`src/rtl/dp_issue_ctrl_pkg.sv`:
```
// Shared definitions for the data-processing issue sequencer.
// Contents: sequencer FSM state type, SHIFT_OP encodings, ARM condition
// codes and ARM data-processing opcodes (AND..MVN).
package dp_issue_ctrl_pkg;

   typedef enum logic [1:0] {
      ST_IDLE,
      ST_DECODE,
      ST_EXEC,
      ST_WB
   } state_e;

   // SHIFT_OP = {shift type, amount-from-register}
   localparam logic [2:0] SH_LSL_IMM = 3'b000;
   localparam logic [2:0] SH_LSL_REG = 3'b001;
   localparam logic [2:0] SH_LSR_IMM = 3'b010;
   localparam logic [2:0] SH_LSR_REG = 3'b011;
   localparam logic [2:0] SH_ASR_IMM = 3'b100;
   localparam logic [2:0] SH_ASR_REG = 3'b101;
   localparam logic [2:0] SH_ROR_IMM = 3'b110;
   localparam logic [2:0] SH_ROR_REG = 3'b111;

   localparam logic [3:0] COND_EQ = 4'h0;
   localparam logic [3:0] COND_NE = 4'h1;
   localparam logic [3:0] COND_CS = 4'h2;
   localparam logic [3:0] COND_CC = 4'h3;
   localparam logic [3:0] COND_MI = 4'h4;
   localparam logic [3:0] COND_PL = 4'h5;
   localparam logic [3:0] COND_VS = 4'h6;
   localparam logic [3:0] COND_VC = 4'h7;
   localparam logic [3:0] COND_HI = 4'h8;
   localparam logic [3:0] COND_LS = 4'h9;
   localparam logic [3:0] COND_GE = 4'hA;
   localparam logic [3:0] COND_LT = 4'hB;
   localparam logic [3:0] COND_GT = 4'hC;
   localparam logic [3:0] COND_LE = 4'hD;
   localparam logic [3:0] COND_AL = 4'hE;
   localparam logic [3:0] COND_NV = 4'hF;

   localparam logic [3:0] OP_AND = 4'h0;
   localparam logic [3:0] OP_EOR = 4'h1;
   localparam logic [3:0] OP_SUB = 4'h2;
   localparam logic [3:0] OP_RSB = 4'h3;
   localparam logic [3:0] OP_ADD = 4'h4;
   localparam logic [3:0] OP_ADC = 4'h5;
   localparam logic [3:0] OP_SBC = 4'h6;
   localparam logic [3:0] OP_RSC = 4'h7;
   localparam logic [3:0] OP_TST = 4'h8;
   localparam logic [3:0] OP_TEQ = 4'h9;
   localparam logic [3:0] OP_CMP = 4'hA;
   localparam logic [3:0] OP_CMN = 4'hB;
   localparam logic [3:0] OP_ORR = 4'hC;
   localparam logic [3:0] OP_MOV = 4'hD;
   localparam logic [3:0] OP_BIC = 4'hE;
   localparam logic [3:0] OP_MVN = 4'hF;

endpackage

```
`src/rtl/dp_issue_ctrl_cond.sv`:
```
// ARM condition-code evaluator.
// Ports: cond_i  - 4-bit condition field
//        nzcv_i  - {N,Z,C,V} flags
//        pass_o  - 1 when the condition holds (1111 never passes)
module dp_cond_check
   import dp_issue_ctrl_pkg::*;
(
   input  logic [3:0] cond_i,
   input  logic [3:0] nzcv_i,
   output logic       pass_o
);

   logic n, z, c, v;
   assign {n, z, c, v} = nzcv_i;

   always_comb begin
      pass_o = 1'b0;
      case (cond_i)
         COND_EQ: pass_o = z;
         COND_NE: pass_o = !z;
         COND_CS: pass_o = c;
         COND_CC: pass_o = !c;
         COND_MI: pass_o = n;
         COND_PL: pass_o = !n;
         COND_VS: pass_o = v;
         COND_VC: pass_o = !v;
         COND_HI: pass_o = c && !z;
         COND_LS: pass_o = !c || z;
         COND_GE: pass_o = (n == v);
         COND_LT: pass_o = (n != v);
         COND_GT: pass_o = !z && (n == v);
         COND_LE: pass_o = z || (n != v);
         COND_AL: pass_o = 1'b1;
         default: pass_o = 1'b0;
      endcase
   end

endmodule

```
`src/rtl/dp_issue_ctrl.sv`:
```
// Data-processing issue sequencer driving the shifter/ALU wrapper.
// Ports: clk/rst (sync, active-high); instr_valid/instr/instr_ready accept
// one instruction; nzcv and F come back from the wrapper; A, Shift_Data,
// Shift_Num, SHIFT_OP, ALU_OP are registered operands; S strobes the
// wrapper's flag latch; done/illegal retire the instruction; wr_* preload
// the 16x32 register file in IDLE; dbg_addr/dbg_data read it directly.
module dp_issue_ctrl
   import dp_issue_ctrl_pkg::*;
(
   input  logic        clk,
   input  logic        rst,
   input  logic        instr_valid,
   input  logic [31:0] instr,
   output logic        instr_ready,
   input  logic [3:0]  nzcv,
   input  logic [31:0] F,
   output logic [31:0] A,
   output logic [31:0] Shift_Data,
   output logic [7:0]  Shift_Num,
   output logic [2:0]  SHIFT_OP,
   output logic [3:0]  ALU_OP,
   output logic        S,
   output logic        done,
   output logic        illegal,
   input  logic        wr_en,
   input  logic [3:0]  wr_addr,
   input  logic [31:0] wr_data,
   input  logic [3:0]  dbg_addr,
   output logic [31:0] dbg_data
);

   state_e      state_q, state_d;
   logic [31:0] instr_q, instr_d;
   logic [31:0] regs_q [16];
   logic        pass_q, pass_d;
   logic [31:0] result_q, result_d;
   logic [31:0] a_q, a_d, sd_q, sd_d;
   logic [7:0]  sn_q, sn_d;
   logic [2:0]  sop_q, sop_d;
   logic [3:0]  aop_q, aop_d;
   logic        s_q, s_d, done_q, done_d, ill_q, ill_d;
   logic        rf_we;
   logic [3:0]  rf_waddr;
   logic [31:0] rf_wdata;
   logic        cond_pass, is_illegal, is_test;

   dp_cond_check u_cond (
      .cond_i (instr_q[31:28]),
      .nzcv_i (nzcv),
      .pass_o (cond_pass)
   );

   // Non-DP class, or register-specified shift with bit7 set (multiply/extra load-store space)
   assign is_illegal = (instr_q[27:26] != 2'b00) || (!instr_q[25] && instr_q[4] && instr_q[7]);
   // TST/TEQ/CMP/CMN: flags only, never write Rd
   assign is_test    = (instr_q[24:23] == 2'b10);

   always_comb begin
      state_d  = state_q;
      instr_d  = instr_q;
      pass_d   = pass_q;
      result_d = result_q;
      a_d      = a_q;
      sd_d     = sd_q;
      sn_d     = sn_q;
      sop_d    = sop_q;
      aop_d    = aop_q;
      s_d      = 1'b0;
      done_d   = 1'b0;
      ill_d    = 1'b0;
      rf_we    = 1'b0;
      rf_waddr = wr_addr;
      rf_wdata = wr_data;
      case (state_q)
         ST_IDLE: begin
            rf_we = wr_en;
            if (instr_valid) begin
               instr_d = instr;
               state_d = ST_DECODE;
            end
         end
         ST_DECODE: begin
            pass_d = cond_pass;
            a_d    = regs_q[instr_q[19:16]];
            aop_d  = instr_q[24:21];
            if (instr_q[25]) begin
               sd_d  = {24'h0, instr_q[7:0]};
               sn_d  = {3'b000, instr_q[11:8], 1'b0};
               sop_d = SH_ROR_IMM;
            end else begin
               sd_d = regs_q[instr_q[3:0]];
               if (instr_q[4]) begin
                  sn_d  = regs_q[instr_q[11:8]][7:0];
                  sop_d = {instr_q[6:5], 1'b1};
               end else begin
                  sn_d  = {3'b000, instr_q[11:7]};
                  sop_d = {instr_q[6:5], 1'b0};
               end
            end
            state_d = ST_EXEC;
         end
         ST_EXEC: begin
            // S/done/illegal are registered here so they are high exactly during WB
            result_d = F;
            done_d   = 1'b1;
            ill_d    = is_illegal;
            s_d      = pass_q && !is_illegal && (instr_q[20] || is_test);
            state_d  = ST_WB;
         end
         ST_WB: begin
            if (pass_q && !is_illegal && !is_test) begin
               rf_we    = 1'b1;
               rf_waddr = instr_q[15:12];
               rf_wdata = result_q;
            end
            state_d = ST_IDLE;
         end
         default: state_d = ST_IDLE;
      endcase
   end

   always_ff @(posedge clk) begin
      if (rst) begin
         state_q  <= ST_IDLE;
         instr_q  <= '0;
         pass_q   <= 1'b0;
         result_q <= '0;
         a_q      <= '0;
         sd_q     <= '0;
         sn_q     <= '0;
         sop_q    <= '0;
         aop_q    <= '0;
         s_q      <= 1'b0;
         done_q   <= 1'b0;
         ill_q    <= 1'b0;
      end else begin
         state_q  <= state_d;
         instr_q  <= instr_d;
         pass_q   <= pass_d;
         result_q <= result_d;
         a_q      <= a_d;
         sd_q     <= sd_d;
         sn_q     <= sn_d;
         sop_q    <= sop_d;
         aop_q    <= aop_d;
         s_q      <= s_d;
         done_q   <= done_d;
         ill_q    <= ill_d;
      end
   end

   always_ff @(posedge clk) begin
      if (rst) begin
         for (int unsigned i = 0; i < 16; i++) regs_q[i] <= '0;
      end else if (rf_we) begin
         regs_q[rf_waddr] <= rf_wdata;
      end
   end

   assign instr_ready = (state_q == ST_IDLE);
   assign A           = a_q;
   assign Shift_Data  = sd_q;
   assign Shift_Num   = sn_q;
   assign SHIFT_OP    = sop_q;
   assign ALU_OP      = aop_q;
   assign S           = s_q;
   assign done        = done_q;
   assign illegal     = ill_q;
   assign dbg_data    = regs_q[dbg_addr];

endmodule

```
`config.mk`:
```
export PLATFORM = sky130hd
export DESIGN_NAME = dp_issue_ctrl
export DESIGN_NICKNAME = d
export VERILOG_FILES = /design/src/rtl/dp_issue_ctrl_pkg.sv /design/src/rtl/dp_issue_ctrl_cond.sv /design/src/rtl/dp_issue_ctrl.sv
export SDC_FILE = /design/constraint.sdc
export NUM_CORES = 1
export LEC_CHECK = 0
export CAP_MARGIN = 20
export CORE_AREA = 4 4 262 264
export CTS_CLUSTER_DIAMETER = 60
export DETAILED_ROUTE_END_ITERATION = 7
export DIE_AREA = 0 0 266 268
export PLACE_DENSITY = 0.74
export SLEW_MARGIN = 20
export SYNTH_ARGS = -nofsm -noshare
export SYNTH_HDL_FRONTEND = slang
export SYNTH_SLANG_ARGS = --single-unit
```
`constraint.sdc`:
```
create_clock -name clk -period 6.1 [get_ports clk]
set_input_delay 1.22 -clock clk [delete_from_list [all_inputs] [get_ports clk]]
set_output_delay 1.22 -clock clk [all_outputs]
set_load 0.02 [all_outputs]
```
==> impl_metrics.ini, run 1 <==
[cts]
cts_inserted_buffers = 73
clkTransAtPathRegs_ps = 60
postCtsSetupBuffers = 0
root_buffer = clkbuf_16
max-clock-path-buffers = 3
clock_latency_ps = 630
cts_tree = done
h-tree-depth = 3
clock-sinks = 669
cts_hold_buf = 0
cts_resized = 0

[cells_and_area]
multi_input_area_um2 = 16700
utilization_pct = 62.7
final.fill_count = 4754
seq_area_um2 = 18500
nets = 2812
syn_to_final_growth_pct = 15.1
antenna_cells = 0
final_common_cell = nor2_1
drive_above_1_share_pct = 24.9
mostFrequentLayoutCells = nor2_1 (589), edfxtp_1 (512), mux4_2 (436)

[sta]
tightest_slew_ps = 1130
finalCritPeriodShare_pct = 83.0
period_minus_slack_ps = 5060
setup_viol = 0
drv_slew = 0
slew_headroom_pct = 24.8
skew_ps = 27.4
fmax_ghz = 0.198
hold_viol = 0
fin_setup_tns_ps = 0
rsz0062_at_grt = no
fin_ws_ps = 1040

[floorplanning]
die_y_um = 268
start_util_pct = 54.4
core_um2 = 66600
pin_count = 227
die_w_um = 266
die-area_um2 = 71300
row_count = 95

[logic_synthesis]
synth_xor_area_share_pct = 0.0483
synth_compound_area_share_pct = 3.15
synth_top_cell_by_area = edfxtp_1
synth_top_area_share_pct = 42.4
synth.distinct_cells = 43
synthFlopType = edfxtp_1
synth_fa_ha_area_share_pct = 0.173
yosysSeqAreaShare_pct = 51.1
synth_warnings = 0
synthArstFlopShare_pct = 0
syn_area_um2 = 36200
synth_fp_nets = 2685
syn_inst = 2568
synth-simple-area-share_pct = 8.63
ys_ff_latch = 669
synth_area_leaders = edfxtp_1 (42%), mux4_2 (27%), dfxtp_1 (8.7%)
synth_edf_count = 512
synth_top_family_by_area = multiplexers
avgSynthCellArea_um2 = 14.1
synthMuxAreaShare_pct = 33.8

[global_routing]
grt-ovfl-total = 0
grt_pass1_vias = 26296
grt.total_usage_pct = 33.3
grt_max_degree = 61
grt_pass1_wl_um = 174000
antenna_found_initial = 0

[drt]
vias = 25968
routedWlPerCell_um = 33.0
drtAntennaViolNets = 0
first_iter_violations = 4289
drcViolationCount = 0
wl_um = 120000
via_per_inst = 7.16
dr.pass1.iters = 7

[worst_setup_path]
cp.required_ps = 4880
cp_max_fo = 51
end_kind = output pin
crit_arrival_ps = 3840
critical_path_class = in2out
cp-start-kind = input pin
ff2ff_setup_slack_ps = 1810

[placed_design]
numPortBuffers = 226
post-place-ws_ps = 1040
hpwl_um = 66500
gp_congestion = 0.881

[outcome]
status = finished clean

[job]
maxCapViolations = 0

[pwr]
p_switching_w = 0.00400
p_sw_share_pct = 29.8
power_w = 0.0134
p_seq_share_pct = 42.9
p_comb_share_pct = 23.4
ir_worst_vdd_uv = 164
intPower_w = 0.00940
power.leakage_nw = 14.0
pwr_density_cell_nw_per_um2 = 321
p_clk_share_pct = 33.6

[worst_hold_path]
worstHoldPathType = reg2reg
[power groups by stage]
stage                     clock, W  sequential, W  combinational [W]
final                      0.00451        0.00575            0.00314
after global routing       0.00471        0.00578            0.00329
after floorplan                  0        0.00566            0.00207
after detailed placement         0        0.00582            0.00309
after CTS                  0.00451        0.00573            0.00311
after global placement           0        0.00580            0.00304
[synthesized netlist by cell type (25+ instances only)]
| cell type | n |
|---|---|
| mux4_2 | 436 |
| o221ai_1 | 40 |
| buf_2 | 117 |
| clkbuf_1 | 107 |
| edfxtp_1 | 512 |
| buf_1 | 25 |
| nor2_1 | 590 |
| a21oi_1 | 63 |
| mux2i_1 | 228 |
| o21ai_0 | 45 |
| dfxtp_1 | 157 |
| nand2_1 | 116 |
| nand2b_1 | 26 |
[state kept, by name, indices dropped and copies added, names as in the netlist, 2 cells and up, named ones only]
signal / count
regs_q: 512
A: 32
Shift_Data: 32
instr_q: 32
result_q: 32
Shift_Num: 8
ALU_OP: 4
SHIFT_OP: 3
state_q: 2
[area by class of cell]
type                            count  share of cell area (%)
Clock inverter                     32                   0.900
Timing Repair Buffer              305                    7.00
Inverter                            4                  0.0360
Sequential cell                   669                    44.4
Clock buffer                      101                    4.88
Tap cell                          873                    2.62
Multi-Input combinational cell   1642                    40.1
[metal layers]
metal | share of wire [%] | wire length [um] | global-route usage (%)
met1 | 33 | 39400 | 42.8
met2 | 48 | 57000 | 54.2
met3 | 14 | 16800 | 8.15
met4 | 5.3 | 6400 | 15.5
met5 | 0 | 0 | 0
[final timing paths]
path,startpoint,to,cells past startpoint
setup / recovery,dbg_addr[0],dbg_data[3],5
hold / removal,Shift_Num[0]$_SDFFE_PP0N_,Shift_Num[0]$_SDFFE_PP0N_,2
setup reg to reg,instr_q[25]$_SDFFE_PP0P_,regs_q[8][14]$_SDFFCE_PN0P_,5
hold reg to reg,Shift_Num[0]$_SDFFE_PP0N_,Shift_Num[0]$_SDFFE_PP0N_,2
[critical path, cell delays in order]
cell	delay [ps]
clkbuf_8	530
buf_12	330
mux4_2	580
mux4_2	520
clkdlybuf4s50_1	580
[logic make-up after synthesis]
group,Yosys count
xor gates and xnor gates,2
DFF,669
buffers and inverters,257
AOI/OAI and AO/OA,178
adders and majority gates,5
and+or+nand+nor,781
muxes,676
[metrics by stage]
stage          std cells  cell area, um^2  hold WS (ps)
3_5_place_dp        3493            39300           445
5_1_grt             3626            41700           481
4_1_cts             3626            41700           454
2_1_floorplan       2568            36200           431
6_report            3626            41700           450
3_3_place_gp        3493            39300           429
No activity file was read; power rests on OpenSTA's default activity.
==> run 2: changes to the inputs <==
Settings changed: CORE_AREA 4 4 262 264 to 4 4 265 267, DIE_AREA 0 0 266 268 to 0 0 269 271, PLACE_DENSITY 0.74 to 0.76.
Clock period 6.1 ns to 4.4 ns, I/O delays scaled along.
==> impl_metrics.ini, run 2 (same netlist as run 1, synthesis figures left out) <==
[outcome]
status = finished clean

[sta]
fin_ws_ps = 388
setup_viol = 0
hold_viol = 0
fin_setup_tns_ps = 0
fmax_ghz = 0.249
finalCritPeriodShare_pct = 91.2
rsz0062_at_grt = no
tightest_slew_ps = 1180
slew_headroom_pct = 21.2
skew_ps = 37.9
period_minus_slack_ps = 4010
drv_slew = 0

[worst_hold_path]
worstHoldPathType = reg2reg
hold_depth = 2
min_to = Shift_Num[0]$_SDFFE_PP0N_
hp-start = Shift_Num[0]$_SDFFE_PP0N_

[pwr]
intPower_w = 0.0130
power.leakage_nw = 14.2
p_comb_share_pct = 23.8
p_clk_share_pct = 33.2
pwr_density_cell_nw_per_um2 = 440
p_switching_w = 0.00559
p_seq_share_pct = 43.0
p_sw_share_pct = 30.1
ir_worst_vdd_uv = 268

[worst_setup_path]
crit_path_frequent_cell = mux4_2
slowest_stage = clkdlybuf4s50_1
slowest_delay_ps = 580
critical_path_class = in2out
crit_chain = clkbuf_8 -> buf_12 -> mux4_2 -> mux4_2 -> clkdlybuf4s50_1
end_kind = output pin
cp-start-kind = input pin
cp.required_ps = 3520
crit_family = multiplexers
r2r_start = instr_q[25]$_SDFFE_PP0P_
crit_arrival_ps = 3130
ff2ff_setup_slack_ps = 860
cp_max_fo = 42
ff2ff_path_depth = 6
worst_r2r_endpoint = regs_q[0][0]$_SDFFCE_PN0P_
cp_num_buf_inv = 3

[placed_design]
postPlaceCellArea_um2 = 39800
post-place-ws_ps = 387
gp_congestion = 0.875
hpwl_um = 72300
numPortBuffers = 226

[floorplanning]
core_um2 = 68100
die_y_um = 271
die_w_um = 269
start_util_pct = 53.2
die-area_um2 = 72900
row_count = 96
pin_count = 227

[cts]
cts_hold_buf = 0
cts_resized = 0
max-clock-path-buffers = 3
clock_latency_ps = 630
h-tree-depth = 3
cts_inserted_buffers = 74
clkTransAtPathRegs_ps = 60
cts_tree = done
clock-sinks = 669
root_buffer = clkbuf_16
postCtsSetupBuffers = 0

[cells_and_area]
syn_to_final_growth_pct = 16.4
seq_area_um2 = 18500
drive_above_1_share_pct = 25.7
mostFrequentLayoutCells = nor2_1 (589), edfxtp_1 (512), mux4_2 (436)
utilization_pct = 61.9
final_area_um2 = 42200
nets = 2854
final.fill_count = 4880
top_register = regs_q
multi_input_area_um2 = 16700
final_common_cell = nor2_1
largest_reg_flops = 512

[global_routing]
grt.total_usage_pct = 32.3
grt_max_degree = 72
grt-ovfl-total = 0
grt_pass1_vias = 26603
antenna_found_initial = 4
grt_pass1_wl_um = 172000

[drt]
dr.pass1.iters = 6
drtAntennaViolNets = 0
via_per_inst = 7.13
wl_um = 118000
routedWlPerCell_um = 32.1
vias = 26278
drcViolationCount = 0
first_iter_violations = 4227

[job]
maxCapViolations = 0
run 2: worst max-delay path by stage:
stage,cells after the start,endpoint,startpoint
global placement,5,dbg_data[31],dbg_addr[0]
global route,5,dbg_data[31],dbg_addr[0]
floorplan,4,dbg_data[2],dbg_addr[0]
finish,5,dbg_data[26],dbg_addr[0]
CTS,5,dbg_data[26],dbg_addr[0]
detailed placement,5,dbg_data[26],dbg_addr[0]
run 2: layout make-up:
| class | instances | area share, % |
|---|---|---|
| sequential | 669 | 44.0 |
| tap | 882 | 2.62 |
| clock inverter | 42 | 0.934 |
| antenna | 4 | 0.0237 |
| timing repair buffer | 346 | 8.15 |
| inverter | 4 | 0.0356 |
| multi-input combinational | 1642 | 39.5 |
| clock buffer | 95 | 4.75 |
run 2: metal layers:
metal / share of wire, % / GRT usage, %
met1: 33 / 41.9
met2: 47 / 50.8
met3: 14 / 8.10
met4: 5.9 / 16.4
met5: 0 / 0
run 2: power groups by stage:
stage | sequential, W | combinational, W | clock (W)
after floorplan | 0.00785 | 0.00287 | 0
after global placement | 0.00804 | 0.00426 | 0
after detailed placement | 0.00807 | 0.00435 | 0
after CTS | 0.00795 | 0.00438 | 0.00621
after global routing | 0.00803 | 0.00464 | 0.00648
final | 0.00798 | 0.00442 | 0.00617
run 2: through the flow:
stage | hold WS, ps | instances | total power, W
after CTS | 442 | 3679 | 0.0185
after global placement | 438 | 3542 | 0.0123
final | 447 | 3684 | 0.0186
after floorplan | 431 | 2568 | 0.0107
after global routing | 464 | 3684 | 0.0191
after detailed placement | 434 | 3542 | 0.0124
run 2: worst min-delay path: cells and delay by family, from the launching register on:
family           cells  cell delay (ps)
AND/OR/NAND/NOR      2               90
flip-flops           1              310
